===== config.mk =====
export PLATFORM = sky130hd
export DESIGN_NAME = conv_mac
export DESIGN_NICKNAME = d
export VERILOG_FILES = /design/src/rtl/conv_mac.sv
export SDC_FILE = /design/constraint.sdc
export NUM_CORES = 1
export LEC_CHECK = 0
export CELL_PAD_IN_SITES_DETAIL_PLACEMENT = 1
export CELL_PAD_IN_SITES_GLOBAL_PLACEMENT = 1
export CORE_AREA = 2 2 120 122
export DETAILED_ROUTE_END_ITERATION = 7
export DIE_AREA = 0 0 122 124
export PLACE_DENSITY_LB_ADDON = 0.1
export SYNTH_ARGS = -nofsm -noshare
export SYNTH_HDL_FRONTEND = slang
export SYNTH_SLANG_ARGS = --single-unit

===== constraint.sdc =====
create_clock -name clk -period 8.25 [get_ports clk]
set_input_delay 0.825 -clock clk [delete_from_list [all_inputs] [get_ports clk]]
set_output_delay 0.825 -clock clk [all_outputs]
set_load 0.03 [all_outputs]

===== src/rtl/conv_mac.sv =====
// Pipelined signed multiply-accumulate for one convolution window.
// Q4.4 x Q4.4 products are summed onto a Q12.8 bias, giving one result per KERNEL_SIZE beats.
module conv_mac #(
   parameter int DATA_WIDTH  = 8,
   parameter int ACC_WIDTH   = 20,
   parameter int KERNEL_SIZE = 9,
   parameter int CNT_WIDTH   = 4
) (
   input  logic                  clk,
   input  logic                  rst_n,
   input  logic                  clear,
   input  logic                  in_valid,
   output logic                  in_ready,
   input  logic [DATA_WIDTH-1:0] pixel,
   input  logic [DATA_WIDTH-1:0] weight,
   input  logic [ACC_WIDTH-1:0]  bias,
   output logic                  out_valid,
   input  logic                  out_ready,
   output logic [ACC_WIDTH-1:0]  out_data
);

   localparam int PROD_WIDTH = 2 * DATA_WIDTH;
   localparam logic [CNT_WIDTH-1:0] LAST_CNT = CNT_WIDTH'(KERNEL_SIZE - 1);

   logic                         en;
   logic                         accept;
   logic                         beat_first;
   logic                         beat_last;
   logic signed [ACC_WIDTH-1:0]  sum;

   logic [CNT_WIDTH-1:0]         cnt_q, cnt_d;
   logic                         s1_valid_q, s1_valid_d;
   logic                         s1_first_q, s1_first_d;
   logic                         s1_last_q, s1_last_d;
   logic signed [PROD_WIDTH-1:0] s1_prod_q, s1_prod_d;
   logic signed [ACC_WIDTH-1:0]  s1_bias_q, s1_bias_d;
   logic signed [ACC_WIDTH-1:0]  acc_q, acc_d;
   logic                         out_valid_q, out_valid_d;
   logic signed [ACC_WIDTH-1:0]  out_data_q, out_data_d;

   always_comb begin
      en         = !out_valid_q || out_ready;
      accept     = in_valid && en;
      beat_first = (cnt_q == '0);
      beat_last  = (cnt_q == LAST_CNT);
      // The Q8.8 product already has 8 fractional bits, so plain sign extension aligns it.
      sum = (s1_first_q ? s1_bias_q : acc_q) + ACC_WIDTH'(s1_prod_q);

      cnt_d       = cnt_q;
      s1_valid_d  = s1_valid_q;
      s1_first_d  = s1_first_q;
      s1_last_d   = s1_last_q;
      s1_prod_d   = s1_prod_q;
      s1_bias_d   = s1_bias_q;
      acc_d       = acc_q;
      out_valid_d = out_valid_q;
      out_data_d  = out_data_q;

      if (clear) begin
         cnt_d       = '0;
         s1_valid_d  = 1'b0;
         acc_d       = '0;
         out_valid_d = 1'b0;
      end else if (en) begin
         s1_valid_d = accept;
         if (accept) begin
            cnt_d      = beat_last ? '0 : cnt_q + CNT_WIDTH'(1);
            s1_prod_d  = PROD_WIDTH'($signed(pixel)) * PROD_WIDTH'($signed(weight));
            s1_first_d = beat_first;
            s1_last_d  = beat_last;
            if (beat_first) begin
               s1_bias_d = bias;
            end
         end
         if (s1_valid_q) begin
            acc_d = sum;
         end
         // A completing window reloads the output in the same cycle the old one drains.
         if (s1_valid_q && s1_last_q) begin
            out_data_d  = sum;
            out_valid_d = 1'b1;
         end else if (out_ready) begin
            out_valid_d = 1'b0;
         end
      end
   end

   always_ff @(posedge clk or negedge rst_n) begin
      if (!rst_n) begin
         cnt_q       <= '0;
         s1_valid_q  <= 1'b0;
         s1_first_q  <= 1'b0;
         s1_last_q   <= 1'b0;
         s1_prod_q   <= '0;
         s1_bias_q   <= '0;
         acc_q       <= '0;
         out_valid_q <= 1'b0;
         out_data_q  <= '0;
      end else begin
         cnt_q       <= cnt_d;
         s1_valid_q  <= s1_valid_d;
         s1_first_q  <= s1_first_d;
         s1_last_q   <= s1_last_d;
         s1_prod_q   <= s1_prod_d;
         s1_bias_q   <= s1_bias_d;
         acc_q       <= acc_d;
         out_valid_q <= out_valid_d;
         out_data_q  <= out_data_d;
      end
   end

   always_comb begin
      in_ready  = en;
      out_valid = out_valid_q;
      out_data  = out_data_q;
   end

endmodule


==> impl_metrics.py, run 1 <==
metrics = {
    "outcome": {
        "status": "finished clean",
    },
    "worst_setup_path": {
        "end_kind": "flop",
        "crit_fanout": 8,
        "critical_path_required_ns": 8.43,
        "critPathKind": "input pin to flop",
        "start_kind": "input pin",
        "crit_arrival_ns": 5.79,
    },
    "cts": {
        "cts_tree": "built",
        "ctsResizeCount": 0,
        "cts.sinks": 84,
        "cts.clk_slew.worst_paths_ns": 0.06,
        "cts_inserted_buffers": 9,
        "cts_hold_buf": 0,
        "clock_path_buffers": 2,
        "clkLatencyLatePin_ns": 0.34,
        "post_cts_buffers": 0,
        "cts_max_level": 3,
        "cts_root_buf": "clkbuf_16",
    },
    "yosys": {
        "synth_compound_area_frac": 0.1148,
        "synthCells": 667,
        "synth_top_family_by_area": "adder cells",
        "synth_xor_area_frac": 0.03748,
        "synthSimpleGateAreaFrac": 0.1340,
        "async_flop_share": 1.000,
        "synthAdderAreaFrac": 0.2578,
        "yosys_warnings": 0,
        "syn_area_um2": 6776,
        "avgSynthCellArea_um2": 10.16,
        "netlist.area_leader.share": 0.3102,
        "synth_mux_area_frac": 0.09380,
        "ys_seq_elements": 84,
        "synth_top_cell_by_area": "dfrtp_1",
        "synthDistinctLibCells": 53,
        "synthTopCellsByArea": "dfrtp_1 31%, fa_1 17%, ha_1 9.2%",
        "syn_nets": 814,
        "seq_area_frac_synth": 0.3102,
        "synthFlopType": "dfrtp_1",
        "synth_edf_count": 0,
    },
    "sta": {
        "slew_headroom": 0.2886,
        "setup_tns_ns": 0,
        "drv_slew": 0,
        "rsz0062_at_grt": "false",
        "setup_viol_count_final": 0,
        "fmax_mhz": 178.4,
        "worst_slack_ns": 2.645,
        "final_hold_viol_count": 0,
        "worst_slew_pin_slew_ns": 1.067,
        "hold_ws_ns": 0.4901,
        "period_minus_slack_ns": 5.605,
        "clock_skew_ns": 0.009575,
        "post-route-period-util": 0.6794,
    },
    "routing": {
        "vias_per_cell": 5.464,
        "drtAntennaViolNets": 0,
        "drc_errors": 0,
        "initialDrtViolationCount": 204,
        "avgRoutedWirePerCell_um": 17.41,
        "routed_wl_um": 15880,
        "drt_first_pass_iters": 4,
        "vias": 4983,
    },
    "global_route": {
        "grt_use_met1": 0.2833,
        "grt_pass1_wl_um": 27080,
        "use_met2": 0.4124,
        "grt_pass1_vias": 5564,
        "gr-total-overflow": 0,
        "top_usage_layer": "met2",
        "antenna_found_initial": 0,
        "grt_max_degree": 85,
        "met3_usage": 0.02427,
        "grt_use_total": 0.2278,
    },
    "power": {
        "powerDensity_nw_per_um2": 282.5,
        "pwr-share-seq": 0.245,
        "p_sw_uw": 922.7,
        "p_total_mw": 2.223,
        "p_leak_nw": 3.732,
        "ir_drop_mv": 0.1195,
        "power_frac_comb": 0.570,
        "p_clk_frac": 0.185,
        "p_int_mw": 1.301,
        "switching_share": 0.4150,
    },
    "finish": {
        "drive_gt1_frac": 0.1066,
        "final_cell_mix": "84 x dfrtp_1, 79 x nand2_1, 73 x inv_1",
        "syn_to_final_growth_pct": 16.14,
        "fin_util": 0.5736,
        "antenna_cells": 0,
        "final_common_cell": "dfrtp_1",
        "design_area_um2": 7870,
        "nets": 874,
        "stdcell_count": 912,
    },
    "floorplanning": {
        "num_rows": 43,
        "num_io_pins": 63,
        "dieArea_um2": 15130,
        "start_util": 0.4939,
        "core_um2": 13720,
        "die_h_um": 124,
        "die_x_um": 122,
    },
    "place": {
        "dp_hpwl_um": 12470,
        "dpl_cell_area_um2": 7565,
        "gp_congestion": 0.8654,
        "dp.cells": 896,
        "place.port_buffers": 62,
        "dpl_worst_slack_ns": 2.282,
    },
    "run": {
        "drv_cap": 0,
    },
    "hold_path": {
        "hp-class": "flop to flop",
    },
}
## worst max-delay path, stage by stage
cell	delay (ns)
clkdlybuf4s50_1	0.57
nand2b_1	0.28
fa_1	0.54
fa_1	0.54
inv_1	0.05
fa_1	0.52
inv_1	0.05
fa_1	0.53
inv_1	0.04
ha_1	0.24
nor4_1	0.25
o211ai_1	0.19
a31o_2	0.28
a2111oi_0	0.57
or3_1	0.20
a31oi_1	0.08
## flip-flops by register name, indices dropped and copies added, names as in the netlist
register and flops:
cnt_q 4, s1_last_q 1, s1_first_q 1, acc_q 20, out_valid 1, s1_valid_q 1, out_data 20, s1_bias_q 20
s1_prod_q 16
## Yosys cell counts, drive strengths merged, types with 4 or more instances
master	n
xnor2	22
dfrtp	84
nand3	6
a21oi	28
mux2i	5
fa	56
nor2	18
nand2b	7
ha	50
o21ai	39
xor2	7
or3	4
mux2	52
nor3	9
a22o	12
a21o	9
nand2	79
o31ai	4
nor2b	7
clkbuf	8
buf	8
inv	73
o21bai	4
and2	42
## metal layers
metal  part of all wire  vias to the layer above  wire length, µm
met5                  0                        -                0
met4              0.026                        0              415
met3              0.025                       29              393
met2               0.51                       76             8106
met1               0.44                     2509             6959
li1                   -                     2369                -
## kinds of logic (layout without fill, tap and decap cells)
| logic type | count (synthesis) | in the layout |
|---|---|---|
| multiplexers | 57 | 57 |
| AO/OA/AOI/OAI | 120 | 120 |
| buffers and inverters | 89 | 154 |
| adder cells (fa/ha/maj) | 106 | 106 |
| XOR/XNOR | 29 | 29 |
| AND/OR/NAND/NOR | 182 | 182 |
| flip-flops | 84 | 84 |
## layout make-up
type	instances	area [µm²]
Multi-Input combinational cell	494	4323
Inverter	73	274.0
Tap cell	180	225.2
Fill cell	1522	5849
Clock inverter	3	45.04
Timing Repair Buffer	65	640.6
Clock buffer	13	260.3
Sequential cell	84	2102
## power groups by stage
stage               Sequential, mW  Combinational [mW]  Clock [mW]
detailed placement           0.552                1.27           0
global placement             0.549                1.21           0
global route                 0.556                1.45       0.434
CTS                          0.546                1.28       0.418
finish                       0.546                1.27       0.410
floorplan                    0.531               0.999           0
## path summary, 6_finish.rpt
path / end / slack (ns) / startpoint / depth (start not counted)
max: s1_prod_q[15]$_DFFE_PN0P_ / 2.64 / pixel[0] / 16
max in group asynchronous: s1_prod_q[15]$_DFFE_PN0P_ / 6.89 / rst_n / 1
min in group asynchronous: cnt_q[2]$_DFFE_PN0P_ / 0.66 / rst_n / 1
max reg2reg: out_data[19]$_DFFE_PN0P_ / 4.99 / out_valid$_DFFE_PN0P_ / 6
min reg2reg: acc_q[15]$_DFFE_PN0P_ / 0.49 / acc_q[15]$_DFFE_PN0P_ / 2
min: acc_q[15]$_DFFE_PN0P_ / 0.49 / acc_q[15]$_DFFE_PN0P_ / 2
No activity file was read; power rests on OpenSTA's default activity.
==> inputs of run 2 (changes only) <==
--- a/config.mk
+++ b/config.mk
@@ -7,9 +7,9 @@
 export LEC_CHECK = 0
 export CELL_PAD_IN_SITES_DETAIL_PLACEMENT = 1
 export CELL_PAD_IN_SITES_GLOBAL_PLACEMENT = 1
-export CORE_AREA = 2 2 120 122
+export CORE_AREA = 2 2 125 127
 export DETAILED_ROUTE_END_ITERATION = 7
-export DIE_AREA = 0 0 122 124
+export DIE_AREA = 0 0 127 129
 export PLACE_DENSITY_LB_ADDON = 0.1
 export SYNTH_ARGS = -nofsm -noshare
 export SYNTH_HDL_FRONTEND = slang
==> constraint.sdc (replaced) <==
create_clock -name clk -period 5.2 [get_ports clk]
set_input_delay 0.52 -clock clk [delete_from_list [all_inputs] [get_ports clk]]
set_output_delay 0.52 -clock clk [all_outputs]
set_load 0.03 [all_outputs]
==> run 2 against run 1 <==
  * Power grew 66%
  * Sequential share of layout area shrank 0.88 points
  * Non-clock buffer count grew 30
  * Die area grew 8.3%
  * Critical path type unchanged
  * Critical endpoint unchanged
  * Highest routed layer unchanged
==> impl_metrics.py, run 2 (synthesis results as in run 1) <==
metrics = {
    "outcome": {
        "status": "finished clean",
    },
    "worst_setup_path": {
        "r2r_end": "acc_q[19]$_DFFE_PN0P_",
        "crit_start": "weight[4]",
        "crit_fanout": 6,
        "critPathKind": "input pin to flop",
        "crit_arrival_ns": 5.14,
        "timing.rr.start": "s1_first_q$_DFFE_PN0P_",
        "slowest_stage": "fa_1",
        "end_kind": "flop",
        "critical_path_required_ns": 5.38,
        "r2r_slack_ns": 1.87,
        "slowest_delay_ns": 0.56,
        "start_kind": "input pin",
        "crit_chain": "clkdlybuf4s50_1 -> and2_1 -> fa_1 -> inv_1 -> fa_1 -> inv_1 -> fa_1 -> inv_1 -> fa_1 -> inv_1 -> ha_1 -> nor4_2 -> o211ai_1 -> a31o_2 -> a2111oi_2 -> or3_1 -> a31oi_1",
        "ff2ff_path_depth": 9,
    },
    "run": {
        "drv_cap": 0,
    },
    "power": {
        "power_frac_comb": 0.579,
        "p_leak_nw": 3.905,
        "pwr-share-seq": 0.237,
        "p_int_mw": 2.164,
        "p_clk_frac": 0.184,
        "powerDensity_nw_per_um2": 452.3,
        "p_sw_mw": 1.517,
        "switching_share": 0.4121,
        "ir_drop_mv": 0.1858,
    },
    "sta": {
        "slew_headroom": 0.2849,
        "period_minus_slack_ns": 4.954,
        "post-route-period-util": 0.9527,
        "worst_slew_pin_slew_ns": 1.073,
        "setup_tns_ns": 0,
        "drv_slew": 0,
        "final_hold_viol_count": 0,
        "worst_slack_ns": 0.2461,
        "clock_skew_ns": 0.007542,
        "rsz0062_at_grt": "false",
        "fmax_mhz": 201.9,
        "setup_viol_count_final": 0,
    },
    "cts": {
        "cts_max_level": 3,
        "cts.sinks": 84,
        "clkLatencyLatePin_ns": 0.33,
        "cts_tree": "built",
        "cts_inserted_buffers": 9,
        "cts_root_buf": "clkbuf_16",
        "clock_path_buffers": 2,
        "cts.clk_slew.worst_paths_ns": 0.06,
        "post_cts_buffers": 0,
    },
    "routing": {
        "drtAntennaViolNets": 0,
        "vias": 5047,
        "drc_errors": 0,
        "initialDrtViolationCount": 160,
        "drt_first_pass_iters": 4,
        "routed_wl_um": 16410,
        "avgRoutedWirePerCell_um": 17.27,
        "vias_per_cell": 5.313,
    },
    "floorplanning": {
        "dieArea_um2": 16380,
        "num_io_pins": 63,
        "die_h_um": 129,
        "die_x_um": 127,
        "start_util": 0.4525,
        "num_rows": 45,
        "core_um2": 14980,
    },
    "finish": {
        "antenna_cells": 0,
        "final_cell_mix": "84 x dfrtp_1, 79 x nand2_1, 73 x inv_1",
        "stdcell_count": 950,
        "final_common_cell": "dfrtp_1",
        "drive_gt1_frac": 0.1470,
        "syn_to_final_growth_pct": 20.09,
        "nets": 904,
    },
    "place": {
        "dp.cells": 934,
        "dpl_worst_slack_ns": -0.3489,
        "gp_congestion": 0.8920,
        "dp_hpwl_um": 13070,
        "place.port_buffers": 62,
    },
    "hold_path": {
        "hp-class": "input pin to async pin",
    },
    "global_route": {
        "grt_pass1_wl_um": 27920,
        "grt_use_total": 0.2128,
        "gr-total-overflow": 0,
        "grt_max_degree": 85,
        "grt_pass1_vias": 5757,
        "antenna_found_initial": 0,
    },
}
[run 2: routing by layer]
| metal | vias to the layer above | track usage | wire, µm | part of all wire |
|---|---|---|---|---|
| met2 | 67 | 0.4013 | 8581 | 0.52 |
| met4 | 0 | 0.05495 | 269 | 0.016 |
| li1 | 2429 | - | - | - |
| met3 | 18 | 0.02287 | 353 | 0.022 |
| met5 | - | 0 | 0 | 0 |
| met1 | 2533 | 0.2600 | 7205 | 0.44 |
[run 2: metrics by stage]
stage | power [mW] | instance area, µm² | hold WS (ns) | utilization
final | 3.680 | 8138 | 0.3552 | 0.5434
after global routing | 4.018 | 8138 | 0.4714 | 0.5434
after CTS | 3.703 | 8123 | 0.4334 | 0.5424
after detailed placement | 2.996 | 7800 | 0.4747 | 0.5208
after global placement | 2.896 | 7800 | 0.4606 | 0.5208
after floorplan | 2.426 | 6777 | 0.2244 | -
[run 2: worst max path at each step]
stage,endpoint,cells after the start
floorplan,s1_prod_q[15]$_DFFE_PN0P_,16
global placement,s1_prod_q[15]$_DFFE_PN0P_,15
detailed placement,s1_prod_q[15]$_DFFE_PN0P_,16
CTS,s1_prod_q[15]$_DFFE_PN0P_,16
global route,s1_prod_q[15]$_DFFE_PN0P_,17
finish,s1_prod_q[15]$_DFFE_PN0P_,17
[run 2: power by group through the flow]
| stage | combinational (mW) | clock, mW | sequential (mW) |
|---|---|---|---|
| after detailed placement | 2.12 | 0 | 0.881 |
| after floorplan | 1.58 | 0 | 0.842 |
| after global placement | 2.02 | 0 | 0.876 |
| after global routing | 2.41 | 0.720 | 0.890 |
| after CTS | 2.14 | 0.693 | 0.872 |
| final | 2.13 | 0.677 | 0.873 |
[run 2: layout make-up]
cell class	instances	area [µm²]
multi-input combinational	494	4335
tap	188	235.2
sequential	84	2102
inverter	73	274.0
fill	1627	6839
clock buffer	13	280.3
clock inverter	3	42.54
timing repair buffer	95	868.3
[run 2: critical path: cells and delay by family]
| family | cells | cell delay, ns |
|---|---|---|
| adder cells (fa/ha/maj) | 5 | 2.32 |
| buffers and inverters | 5 | 0.74 |
| AND/OR/NAND/NOR | 3 | 0.64 |
| AO/OA/AOI/OAI | 4 | 0.92 |
[run 2: repair_timing]
item,CTS,global route
hold buffers,0,0
setup endpoints to repair,0,1
gates resized for setup,0,4
